**config.mk**
```make
export PLATFORM = sky130hd
export DESIGN_NAME = key_led_sequencer
export DESIGN_NICKNAME = d
export VERILOG_FILES = /design/src/rtl/key_led_sequencer.sv
export SDC_FILE = /design/constraint.sdc
export NUM_CORES = 1
export LEC_CHECK = 0
export ABC_AREA = 0
export ABC_CLOCK_PERIOD_IN_PS = 2600
export BUFFER_PORTS_ARGS = -buffer_cell sky130_fd_sc_hd__buf_2
export CORE_MARGIN = 5
export CORE_UTILIZATION = 59
export DETAILED_ROUTE_END_ITERATION = 12
export PLACE_DENSITY = 0.79
export SYNTH_ARGS = -nofsm -noshare
export SYNTH_HDL_FRONTEND = slang
export SYNTH_SLANG_ARGS = --single-unit
```
**constraint.sdc**
```tcl
create_clock -name clk -period 2.6 [get_ports clk]
set_clock_uncertainty 0.2 [all_clocks]
set_input_delay 0.39 -clock clk [delete_from_list [all_inputs] [get_ports clk]]
set_output_delay 0.39 -clock clk [all_outputs]
set_load 0.05 [all_outputs]
```
**src/rtl/key_led_sequencer.sv**
```systemverilog
// Debounced two-button LED sequencer: KEY[0] or an auto-run tick steps the pattern,
// KEY[1] cycles between binary, running-light, bar and ping-pong modes.
module key_led_sequencer #(
  parameter int LED_W    = 10,
  parameter int DEBOUNCE = 4,
  parameter int AUTO_DIV = 8
) (
  input  logic             clk,
  input  logic             rst_n,
  input  logic [1:0]       KEY,
  input  logic             auto_en,
  output logic [LED_W-1:0] LEDR,
  output logic [1:0]       mode,
  output logic             step_pulse
);
  localparam int CW = (DEBOUNCE > 1) ? $clog2(DEBOUNCE) : 1;
  localparam int PW = $clog2(AUTO_DIV);
  localparam int LW = $clog2(LED_W + 1);

  typedef enum logic [1:0] {
    M_BIN  = 2'd0,
    M_RUN  = 2'd1,
    M_BAR  = 2'd2,
    M_PING = 2'd3
  } mode_e;

  logic [1:0]       sync1_q, sync1_d, sync2_q, sync2_d;
  logic [1:0]       acc_q, acc_d, press_q, press_d;
  logic [CW-1:0]    cnt_q [2];
  logic [CW-1:0]    cnt_d [2];
  logic [PW-1:0]    presc_q, presc_d;
  logic             tick, step_req;
  mode_e            mode_q, mode_d;
  logic             dir_left_q, dir_left_d;
  logic [LW-1:0]    level_q, level_d;
  logic [LED_W-1:0] led_q, led_d, bar;
  logic             step_q, step_d;
  logic             go_left;

  // Synchroniser and per-key debounce; the counter holds consecutive mismatches
  // so a new level is accepted on the DEBOUNCE-th disagreeing sample.
  always_comb begin
    sync1_d = KEY;
    sync2_d = sync1_q;
    acc_d   = acc_q;
    for (int k = 0; k < 2; k++) begin
      cnt_d[k] = '0;
      if (sync2_q[k] != acc_q[k]) begin
        if (cnt_q[k] == CW'(DEBOUNCE - 1)) acc_d[k] = sync2_q[k];
        else                                cnt_d[k] = cnt_q[k] + 1'b1;
      end
    end
    press_d = acc_q & ~acc_d;
  end

  assign tick     = auto_en && (presc_q == PW'(AUTO_DIV - 1));
  assign step_req = press_q[0] | tick;

  always_comb begin
    presc_d = '0;
    if (auto_en && !tick) presc_d = presc_q + 1'b1;
  end

  // Pattern engine: a mode change takes priority over (and swallows) a step.
  always_comb begin
    mode_d     = mode_q;
    dir_left_d = dir_left_q;
    level_d    = level_q;
    led_d      = led_q;
    step_d     = 1'b0;
    go_left    = dir_left_q;
    bar        = '0;
    if (press_q[1]) begin
      mode_d     = mode_e'(mode_q + 2'd1);
      dir_left_d = 1'b1;
      level_d    = '0;
      led_d      = (mode_d == M_RUN || mode_d == M_PING) ? LED_W'(1) : '0;
    end else if (step_req) begin
      step_d = 1'b1;
      case (mode_q)
        M_BIN: led_d = led_q + 1'b1;
        M_RUN: led_d = {led_q[LED_W-2:0], led_q[LED_W-1]};
        M_BAR: begin
          level_d = (level_q == LW'(LED_W)) ? '0 : level_q + 1'b1;
          for (int i = 0; i < LED_W; i++) bar[i] = (LW'(i) < level_d);
          led_d = bar;
        end
        default: begin
          // End bits force the direction so the dot can never leave the bank.
          if (led_q[LED_W-1])  go_left = 1'b0;
          else if (led_q[0])   go_left = 1'b1;
          led_d      = go_left ? (led_q << 1) : (led_q >> 1);
          dir_left_d = led_d[LED_W-1] ? 1'b0 : (led_d[0] ? 1'b1 : go_left);
        end
      endcase
    end
  end

  always_ff @(posedge clk) begin
    if (!rst_n) begin
      sync1_q    <= '1;
      sync2_q    <= '1;
      acc_q      <= '1;
      press_q    <= '0;
      cnt_q[0]   <= '0;
      cnt_q[1]   <= '0;
      presc_q    <= '0;
      mode_q     <= M_BIN;
      dir_left_q <= 1'b1;
      level_q    <= '0;
      led_q      <= '0;
      step_q     <= 1'b0;
    end else begin
      sync1_q    <= sync1_d;
      sync2_q    <= sync2_d;
      acc_q      <= acc_d;
      press_q    <= press_d;
      cnt_q[0]   <= cnt_d[0];
      cnt_q[1]   <= cnt_d[1];
      presc_q    <= presc_d;
      mode_q     <= mode_d;
      dir_left_q <= dir_left_d;
      level_q    <= level_d;
      led_q      <= led_d;
      step_q     <= step_d;
    end
  end

  assign LEDR       = led_q;
  assign mode       = mode_q;
  assign step_pulse = step_q;
endmodule

```
* Yosys cells after proc, flatten, opt, wreduce, memory -nomap -nowiden
Memory sizes are Yosys's and may differ from the RTL's. Index checks and enable logic that the tools add are counted.
Storage, ports and cells: flip-flop bits (word level) 29, bits in writable memories 4, bits of input ports 5, output and inout bits 13, logic and storage cells 81, memories 1
Cells by class: add/subtract/negate cells 6, magnitude comparators 10, equal/unequal tests 10, multiplexer cells 26, bitwise operators 7, reduce and logical (&&, ||, !) cells 11
Memory list:
- cnt_q | words 2, width 2, read ports 2, clocked after Yosys merged registers in 0, wr ports 2, RTL line 29 | logic [CW-1:0] cnt_q [2];
Operators with widths (number):
- 2-to-1 mux 10 bit | 3
- case mux 10 bit (3 select lines) | 1
- less-than comparator 3 x 4 -> 1 bit, first input constant | 4
- 2-to-1 mux 1 bit | 15
- 2-to-1 mux 2 bit | 6
- adder 10 x 1 -> 10 bit, second input constant | 1
- == test 2 bit, second input constant | 4
- less-than comparator 1 x 4 -> 1 bit, first input constant | 2
- less-than comparator 2 x 4 -> 1 bit, first input constant | 2
- less-than comparator 4 bit, first input constant | 2
- adder 2 x 1 -> 2 bit, second input constant | 3
- AND reduction 2 bit | 3
- adder 4 x 1 -> 4 bit, second input constant | 1
- == test 2 x 1 -> 1 bit, second input constant | 2
- == test 4 bit, second input constant | 1
- 2-to-1 mux 4 bit | 1
- adder 3 x 1 -> 3 bit, second input constant | 1
- == test 3 bit, second input constant | 1
- bitwise OR 1 bit | 3
- OR reduction 3 bit | 1
- bitwise AND 2 bit | 1
- logical AND 1 bit | 2
- logical NOT 2 bit | 1
- != test 1 bit | 2
- 6 further kinds | 7

* Depth between registers and ports, before layout
Gate-level depths: netlist (run 1).
depth in word-level cells 9, depth in mapped cells 8, mapped depth without buffers 7

* Least setup slack after synthesis (run 1)
Ideal clock, no wire load.
path kind register to register, start point reg mode_q[1] (netlist: mode[1]), end point reg led_q[0] (netlist: LEDR[0]), setup time 122 ps, data arrival time 1876 ps, data required time 2278 ps, slack 403 ps, stages on the path, launching flop included 7, path buffers 1, clock period less this slack 2197 ps, cell sequence dfxtp_1 -> inv_1 -> ha_1 -> clkbuf_1 -> a221oi_1 -> a221oi_1 -> o311a_1
Between the ends: longest elaborated chain between the ends 5, elaborated cells on any way between the ends 11, those cells by class 1 x add/sub; 4 x eq/ne; 4 x mux; 2 x reduce/logical
Ends and longest elaborated chain:
- start: declaration | RTL line 33 | mode_e mode_q, mode_d;
- start signal: assignment | RTL line 121 | mode_q <= mode_d;
- adder 2 x 1 -> 2 bit | RTL line 74 | mode_d = mode_e'(mode_q + 2'd1);
- == test 2 x 1 -> 1 bit / == test 2 bit (equally long branches) | RTL line 77 | led_d = (mode_d == M_RUN || mode_d == M_PING) ? LED_W'(1) : '0;
- logical OR 1 bit | RTL line 77
- 2-to-1 mux 1 bit | RTL line 77
- 2-to-1 mux 10 bit (*) | RTL line 73 | if (press_q[1]) begin
- end signal: assignment | RTL line 124 | led_q <= led_d;
- end: declaration | RTL line 36 | logic [LED_W-1:0] led_q, led_d, bar;
Mark *: on every way between the ends. The rest lies on a longest branch, timed or not. The select of a mux whose other input is x is not followed. A chain may end at the register's enable or synchronous reset.

* Final worst setup path (run 1)
start point reg mode_q[0] (netlist: mode[0]), end point reg led_q[0] (netlist: LEDR[0])
Same word-level chain as after synthesis.

==> metrics.yaml, run 1 <==
status:
  outcome: "finished, final reports clean"
worst_setup_path:
  cp_top_family: "compound AO/OA/AOI/OAI gates"
  rrSetupSlack_ns: 0.62
  worstPathRequired_ns: 2.64
  crit_arrival_ns: 2.02
  end_kind: "register"
  worstReg2RegEnd: "LEDR[0]"
  crit_fanout: 14
  cp_slowest_cell: "dfxtp_1"
  crit_buf_inv: 1
  cp_common_cell: "a221oi_1"
  reg2reg_depth: 5
  worstReg2RegStart: "mode[0]"
  critPathMaxStageDelay_ns: 0.44
  crit_start: "mode[0]"
  start_kind: "register"
  path_cells: "inv_1 > ha_1 > a221oi_1 > a221oi_1 > o311a_1"
  path_class: "reg2reg"
  worstSetupEndpoint: "LEDR[0]"
  crit_cells: 5
sta:
  max_freq_mhz: 505
  hold_viol_final: 0
  max_slew.worst_pin.slew_ns: 0.684
  slew_violations: 0
  setup_tns_ns: 0
  rsz0062_at_grt: "no"
  max_slew_margin: 0.544
  setup_viol: 0
  period_needed_ns: 1.98
  finalCritPeriodShare: 0.762
finish:
  multi_input_area_mm2: 0.00118
  register_area_um2: 661
  areaGrowthSynthToFinish_pct: 5.52
  antenna_cells: 0
  nets: 268
  fillers: 301
  layout-drive-gt1-share: 0.114
power:
  p_int_mw: 0.630
  pwr-share-clk: 0.338
  switching_share: 0.252
  ir_worst_vdd_mv: 0.344
  p_total_mw: 0.842
  powerDensity_mw_per_mm2: 405
  p_comb_frac: 0.048
  leakage_nw: 0.855
  p_seq_frac: 0.614
  p_switching_mw: 0.212
yosys:
  yosys.area_share.simple: 0.282
  synthesis.area_mm2: 0.00197
  synthArstFlopShare: 0
  synth.top_cells.by_area: "dfxtp_1, nand2_1, ha_1"
  syn_area_per_cell_um2: 7.91
  synth_ff_type: "dfxtp_1"
  yosysSeqAreaShare: 0.335
  yosysUniqueCellTypes: 47
  synthMuxAreaShare: 0.0152
  yosys_warnings: 0
  yosysTopAreaCell: "dfxtp_1"
  yosys.area.top_type_share: 0.335
  synth_fp_nets: 263
  synth_edf_count: 0
  synthAdderAreaFrac: 0.0571
  synth_top_family_by_area: "simple AND/OR/NAND/NOR gates"
  synth-xor-area-share: 0.0311
  synth-seq-cells: 33
  synth-compound-area-share: 0.213
  syn_inst: 249
floorplanning:
  die_y_um: 67.8
  die_w_um: 67.8
  rows: 21
  start_util: 0.600
  ios: 18
  die_area_mm2: 0.00460
  core_mm2: 0.00328
global_routing:
  grt_pass1_wl_um: 7490
  antenna_found_initial: 0
  grt_pass1_vias: 1648
  track_usage: 0.217
  overflow: 0
  grt_max_degree: 21
cts:
  root_buffer: "clkbuf_4"
  cts.htree.levels: 2
  clk_latency_ns: 0.34
  cts_tree: "yes"
  postCtsSetupRepairBufs: 0
  cts_resized: 0
  postCtsHoldBufs: 0
  clk_pin_slew_worst_paths_ns: 0.10
  cts_sinks: 33
  clockBufferDepth: 2
  cts_buffers: 5
detailed_routing:
  wl_met1_um: 1940
  met2_length_um: 2030
  antenna_left: 0
  wl_met3_um: 289
  vias: 1764
  drc: 0
  initialDrtViolationCount: 203
  top_layer: "met4"
  avgRoutedWirePerCell_um: 14.3
  dr.pass1.iters: 5
  drt_wl_total_um: 4310
  via_per_inst: 5.86
worst_hold_path:
  hp-class: "in2reg"
place:
  place_hpwl_um: 2970
  portBuffers: 17
  place.gp.congestion: 0.902
flow_run:
  drv_cap: 0
## cell families after synthesis
| family | count (synthesis) |
|---|---|
| AOI/OAI and AO/OA | 62 |
| xor gates and xnor gates | 7 |
| adders and majority gates | 9 |
| buffers and inverters | 29 |
| DFF | 33 |
| muxes | 3 |
| and+or+nand+nor | 106 |
## cell usage in the layout, fill, tap and decap left out, types with 3 or more instances in the layout
| cell | netlist | final |
|---|---|---|
| nand2b_1 | 8 | 8 |
| buf_2 | 11 | 17 |
| nor2_1 | 10 | 10 |
| nand2_1 | 36 | 36 |
| a31oi_1 | 8 | 8 |
| a32o_1 | 5 | 5 |
| xnor2_1 | 4 | 4 |
| and3_1 | 5 | 5 |
| nand3_1 | 14 | 14 |
| dfxtp_1 | 33 | 33 |
| nor3_1 | 3 | 3 |
| o211ai_1 | 4 | 4 |
| a21oi_1 | 14 | 14 |
| and2_1 | 3 | 3 |
| inv_1 | 8 | 8 |
| ha_1 | 9 | 9 |
| o21ai_0 | 13 | 13 |
| nor2b_1 | 7 | 7 |
| nand4_1 | 5 | 5 |
| clkbuf_4 | 0 | 5 |
| xor2_1 | 3 | 3 |
| mux2i_1 | 3 | 3 |
## worst min path at each step
stage / start / endpoint / slack, ns / cells past startpoint
6_report: KEY[0] / sync1_q[0] / 0.03 / 2
3_3_place_gp: sync1_q[0] / sync2_q[0] / 0.19 / 1
4_1_cts: KEY[0] / sync1_q[0] / 0.02 / 2
5_1_grt: KEY[1] / sync1_q[1] / 0.03 / 2
3_5_place_dp: sync1_q[0] / sync2_q[0] / 0.20 / 1
2_1_floorplan: sync1_q[0] / sync2_q[0] / 0.19 / 1
## cell usage after synthesis (all sizes together) (2+ instances only)
cell type  instances
nand3b             2
nor4bb             2
nor2b              7
inv                8
nor2              10
buf               12
ha                 9
dfxtp             33
clkbuf             9
nand4              5
nor3               3
xnor2              4
or3                2
a22oi              2
and4b              2
a32o               5
and4               2
a21oi             14
nand2             36
o21ai             14
nor4               2
a31oi              9
o31ai              2
and3               5
mux2i              3
nand3             14
and2               3
nand2b             8
xor2               3
a221oi             2
o211ai             4
## per-stage QoR
step	worst slack [ns]	cell area, µm²	std cells	hold WS (ns)	util
2_1_floorplan	0.403	1970	249	0.186	-
3_3_place_gp	0.669	2030	293	0.194	0.618
3_5_place_dp	0.640	2030	293	0.195	0.618
4_1_cts	0.628	2080	301	0.0197	0.633
5_1_grt	0.453	2080	301	0.0253	0.633
6_report	0.619	2080	301	0.0329	0.633
## metal layers
metal | track usage | vias up
li1 | - | 908
met1 | 0.271 | 796
met2 | 0.351 | 56
met4 | 0.0993 | 0
met5 | 0 | -
met3 | 0.0516 | 4
## final cells by class
cell class | instances | area share
Clock buffer | 6 | 0.0199
Sequential cell | 33 | 0.318
Tap cell | 46 | 0.0277
Clock inverter | 2 | 0.00481
Inverter | 8 | 0.0144
Multi-Input combinational cell | 187 | 0.567
Timing Repair Buffer | 19 | 0.0481
## power groups by stage
stage	combinational (mW)	sequential, mW	clock [mW]
6_report	0.0406	0.517	0.284
4_1_cts	0.0406	0.517	0.289
2_1_floorplan	0.0236	0.532	0
5_1_grt	0.0450	0.518	0.312
3_3_place_gp	0.0395	0.528	0
3_5_place_dp	0.0402	0.529	0
## worst register-to-register path: cells and delay by family (launching register included)
family | cells | cell delay [ns]
compound gates | 3 | 0.78
flops | 1 | 0.44
fa+ha+maj | 1 | 0.37
buf+inv | 1 | 0.10
## state kept, by name, summed over array words and instances (netlist names)
signal      count
sync2_q         2
dir_left_q      1
mode            2
acc_q           2
press_q         2
LEDR           10
cnt_q           4
presc_q         3
step_pulse      1
sync1_q         2
level_q         4
(Power assumes the default switching activity.)
==> inputs of run 2 (changes only) <==
--- a/config.mk
+++ b/config.mk
@@ -5,8 +5,8 @@
 export SDC_FILE = /design/constraint.sdc
 export NUM_CORES = 1
 export LEC_CHECK = 0
-export ABC_AREA = 0
-export ABC_CLOCK_PERIOD_IN_PS = 2600
+export ABC_AREA = 1
+export ABC_CLOCK_PERIOD_IN_PS = 2000
 export BUFFER_PORTS_ARGS = -buffer_cell sky130_fd_sc_hd__buf_2
 export CORE_MARGIN = 5
 export CORE_UTILIZATION = 59
==> constraint.sdc (replaced) <==
create_clock -name clk -period 2 [get_ports clk]
set_clock_uncertainty 0.2 [all_clocks]
set_input_delay 0.3 -clock clk [delete_from_list [all_inputs] [get_ports clk]]
set_output_delay 0.3 -clock clk [all_outputs]
set_load 0.05 [all_outputs]
==> metrics.yaml, run 2 <==
detailed_routing:
  vias: 1859
  drc: 0
  avgRoutedWirePerCell_um: 12.2
  dr.pass1.iters: 5
  initialDrtViolationCount: 176
  drt_wl_total_um: 4240
  antenna_left: 0
  via_per_inst: 5.33
yosys:
  yosysTopAreaCell: "dfxtp_1"
  yosysUniqueCellTypes: 29
  yosys_warnings: 0
  synth-xor-area-share: 0
  synth-seq-cells: 33
  synth_edf_count: 0
  synthMuxAreaShare: 0
  synth.top_cells.by_area: "dfxtp_1, nand2_1, a21oi_1"
  yosysMostFrequentCell: "nand2_1"
  synth_fp_nets: 291
  synth_ff_type: "dfxtp_1"
  yosys.area_share.simple: 0.310
  yosysSeqAreaShare: 0.337
  synthesis.area_mm2: 0.00196
  synth-compound-area-share: 0.197
  synthArstFlopShare: 0
  synth_top_family_by_area: "simple AND/OR/NAND/NOR gates"
  yosys.area.top_type_share: 0.337
  synthAdderAreaFrac: 0.0575
  synthTopCellsByCount: "nand2_1, dfxtp_1, a21oi_1"
  syn_inst: 277
  syn_area_per_cell_um2: 7.07
place:
  portBuffers: 17
  dp_cells: 339
  post-place-ws_ns: 0.237
  place_hpwl_um: 3150
  place.gp.congestion: 0.885
floorplanning:
  ios: 18
  die_area_mm2: 0.00457
  start_util: 0.597
  core_mm2: 0.00328
  die_y_um: 67.6
  die_w_um: 67.6
  rows: 21
worst_hold_path:
  hp-class: "in2reg"
  hold_path_depth: 3
  worstHoldEndpoint: "mode[1]"
  min-delay-start: "rst_n"
cts:
  cts_buffers: 5
  root_buffer: "clkbuf_4"
  clk_pin_slew_worst_paths_ns: 0.11
  clockBufferDepth: 2
  cts_sinks: 33
  clk_latency_ns: 0.33
  cts_tree: "yes"
  cts.htree.levels: 2
  postCtsSetupRepairBufs: 0
finish:
  final_common_cell: "nand2_1"
  nets: 316
  largest_reg_flops: 10
  multi_input_area_mm2: 0.00111
  layout-drive-gt1-share: 0.218
  register_area_um2: 661
  fillers: 309
  areaGrowthSynthToFinish_pct: 10.0
  fin_cells: 349
  final_cell_mix: "nand2_1, dfxtp_1, a21oi_1"
  antenna_cells: 0
global_routing:
  antenna_found_initial: 0
  grt_pass1_vias: 1690
  overflow: 0
  grt_max_degree: 16
  track_usage: 0.213
  grt_pass1_wl_um: 7420
status:
  outcome: "finished, final reports clean"
sta:
  hold_ws_ns: 0.0247
  max_freq_mhz: 565
  period_needed_ns: 1.77
  max_slew.worst_pin.slew_ns: 0.513
  setup_tns_ns: 0
  max_slew_margin: 0.658
  hold_viol_final: 0
  finalCritPeriodShare: 0.885
  fin_ws_ns: 0.230
  rsz0062_at_grt: "no"
  slew_violations: 0
  setup_viol: 0
power:
  powerDensity_mw_per_mm2: 492
  ir_worst_vdd_mv: 0.514
  leakage_nw: 0.983
flow_run:
  drv_cap: 0
worst_setup_path:
  cp_slowest_cell: "dfxtp_1"
  worstPathRequired_ns: 2.04
  rrSetupSlack_ns: 0.23
  path_cells: "ha_1 > ha_1 > nand2_1 > inv_1 > nor2_2 > inv_1 > nand2_1 > inv_2 > a21oi_1 > nor2_1"
  crit_start: "presc_q[0]"
  worstReg2RegStart: "presc_q[0]"
  crit_fanout: 9
  start_kind: "register"
  reg2reg_depth: 10
  path_class: "reg2reg"
  worstReg2RegEnd: "LEDR[0]"
  end_kind: "register"
  critPathMaxStageDelay_ns: 0.32
  crit_arrival_ns: 1.81
[run 2: power by group]
part | switching (mW) | internal, mW | total [mW]
registers | 0.00297 | 0.664 | 0.667
logic | 0.0175 | 0.0135 | 0.0310
clock network | 0.229 | 0.134 | 0.363
total | 0.250 | 0.811 | 1.06
[run 2: layout make-up]
class | instances | share of cell area
clock buffer | 6 | 0.0192
clock inverter | 2 | 0.00464
inverter | 34 | 0.0604
multi-input combinational | 203 | 0.513
sequential | 33 | 0.306
tap | 46 | 0.0267
timing repair buffer | 25 | 0.0696
[run 2: cell families after synthesis]
group / after synthesis
buffers and inverters: 41
flip-flops: 33
adder cells (fa/ha/maj): 9
AO/OA/AOI/OAI: 67
AND/OR/NAND/NOR: 127
[run 2: repair_timing]
action / 4_1_cts / 5_1_grt
resized for setup: 0 / 0
endpoints found under the hold margin: 2 / 0
hold buffers: 2 / 0
[run 2: how the worst max path moves through the flow]
stage / to / slack (ns)
6_report: LEDR[0] / 0.23
3_5_place_dp: LEDR[0] / 0.24
4_1_cts: LEDR[0] / 0.22
5_1_grt: level_q[3] / 0.04
2_1_floorplan: LEDR[8] / 0.07
3_3_place_gp: LEDR[0] / 0.27
[run 2: per-layer routing]
| metal | track usage | part of all wire |
|---|---|---|
| met5 | 0 | 0 |
| met4 | 0.111 | 0.022 |
| met3 | 0.0483 | 0.050 |
| met2 | 0.328 | 0.47 |
| met1 | 0.277 | 0.46 |
[run 2: metrics by stage]
stage               power (mW)  utilization  cell area, µm²
floorplan                0.704            -            1960
global placement         0.709        0.635            2080
detailed placement       0.710        0.635            2080
CTS                       1.07        0.656            2160
global route              1.11        0.656            2160
finish                    1.06        0.656            2160
[run 2: worst max-delay path, delay by kind of cell (launching register included)]
family	cells	cell delay, ns
AND/OR/NAND/NOR	4	0.47
adder cells (fa/ha/maj)	2	0.38
flip-flops	1	0.32
buffers and inverters	3	0.17
AO/OA/AOI/OAI	1	0.14
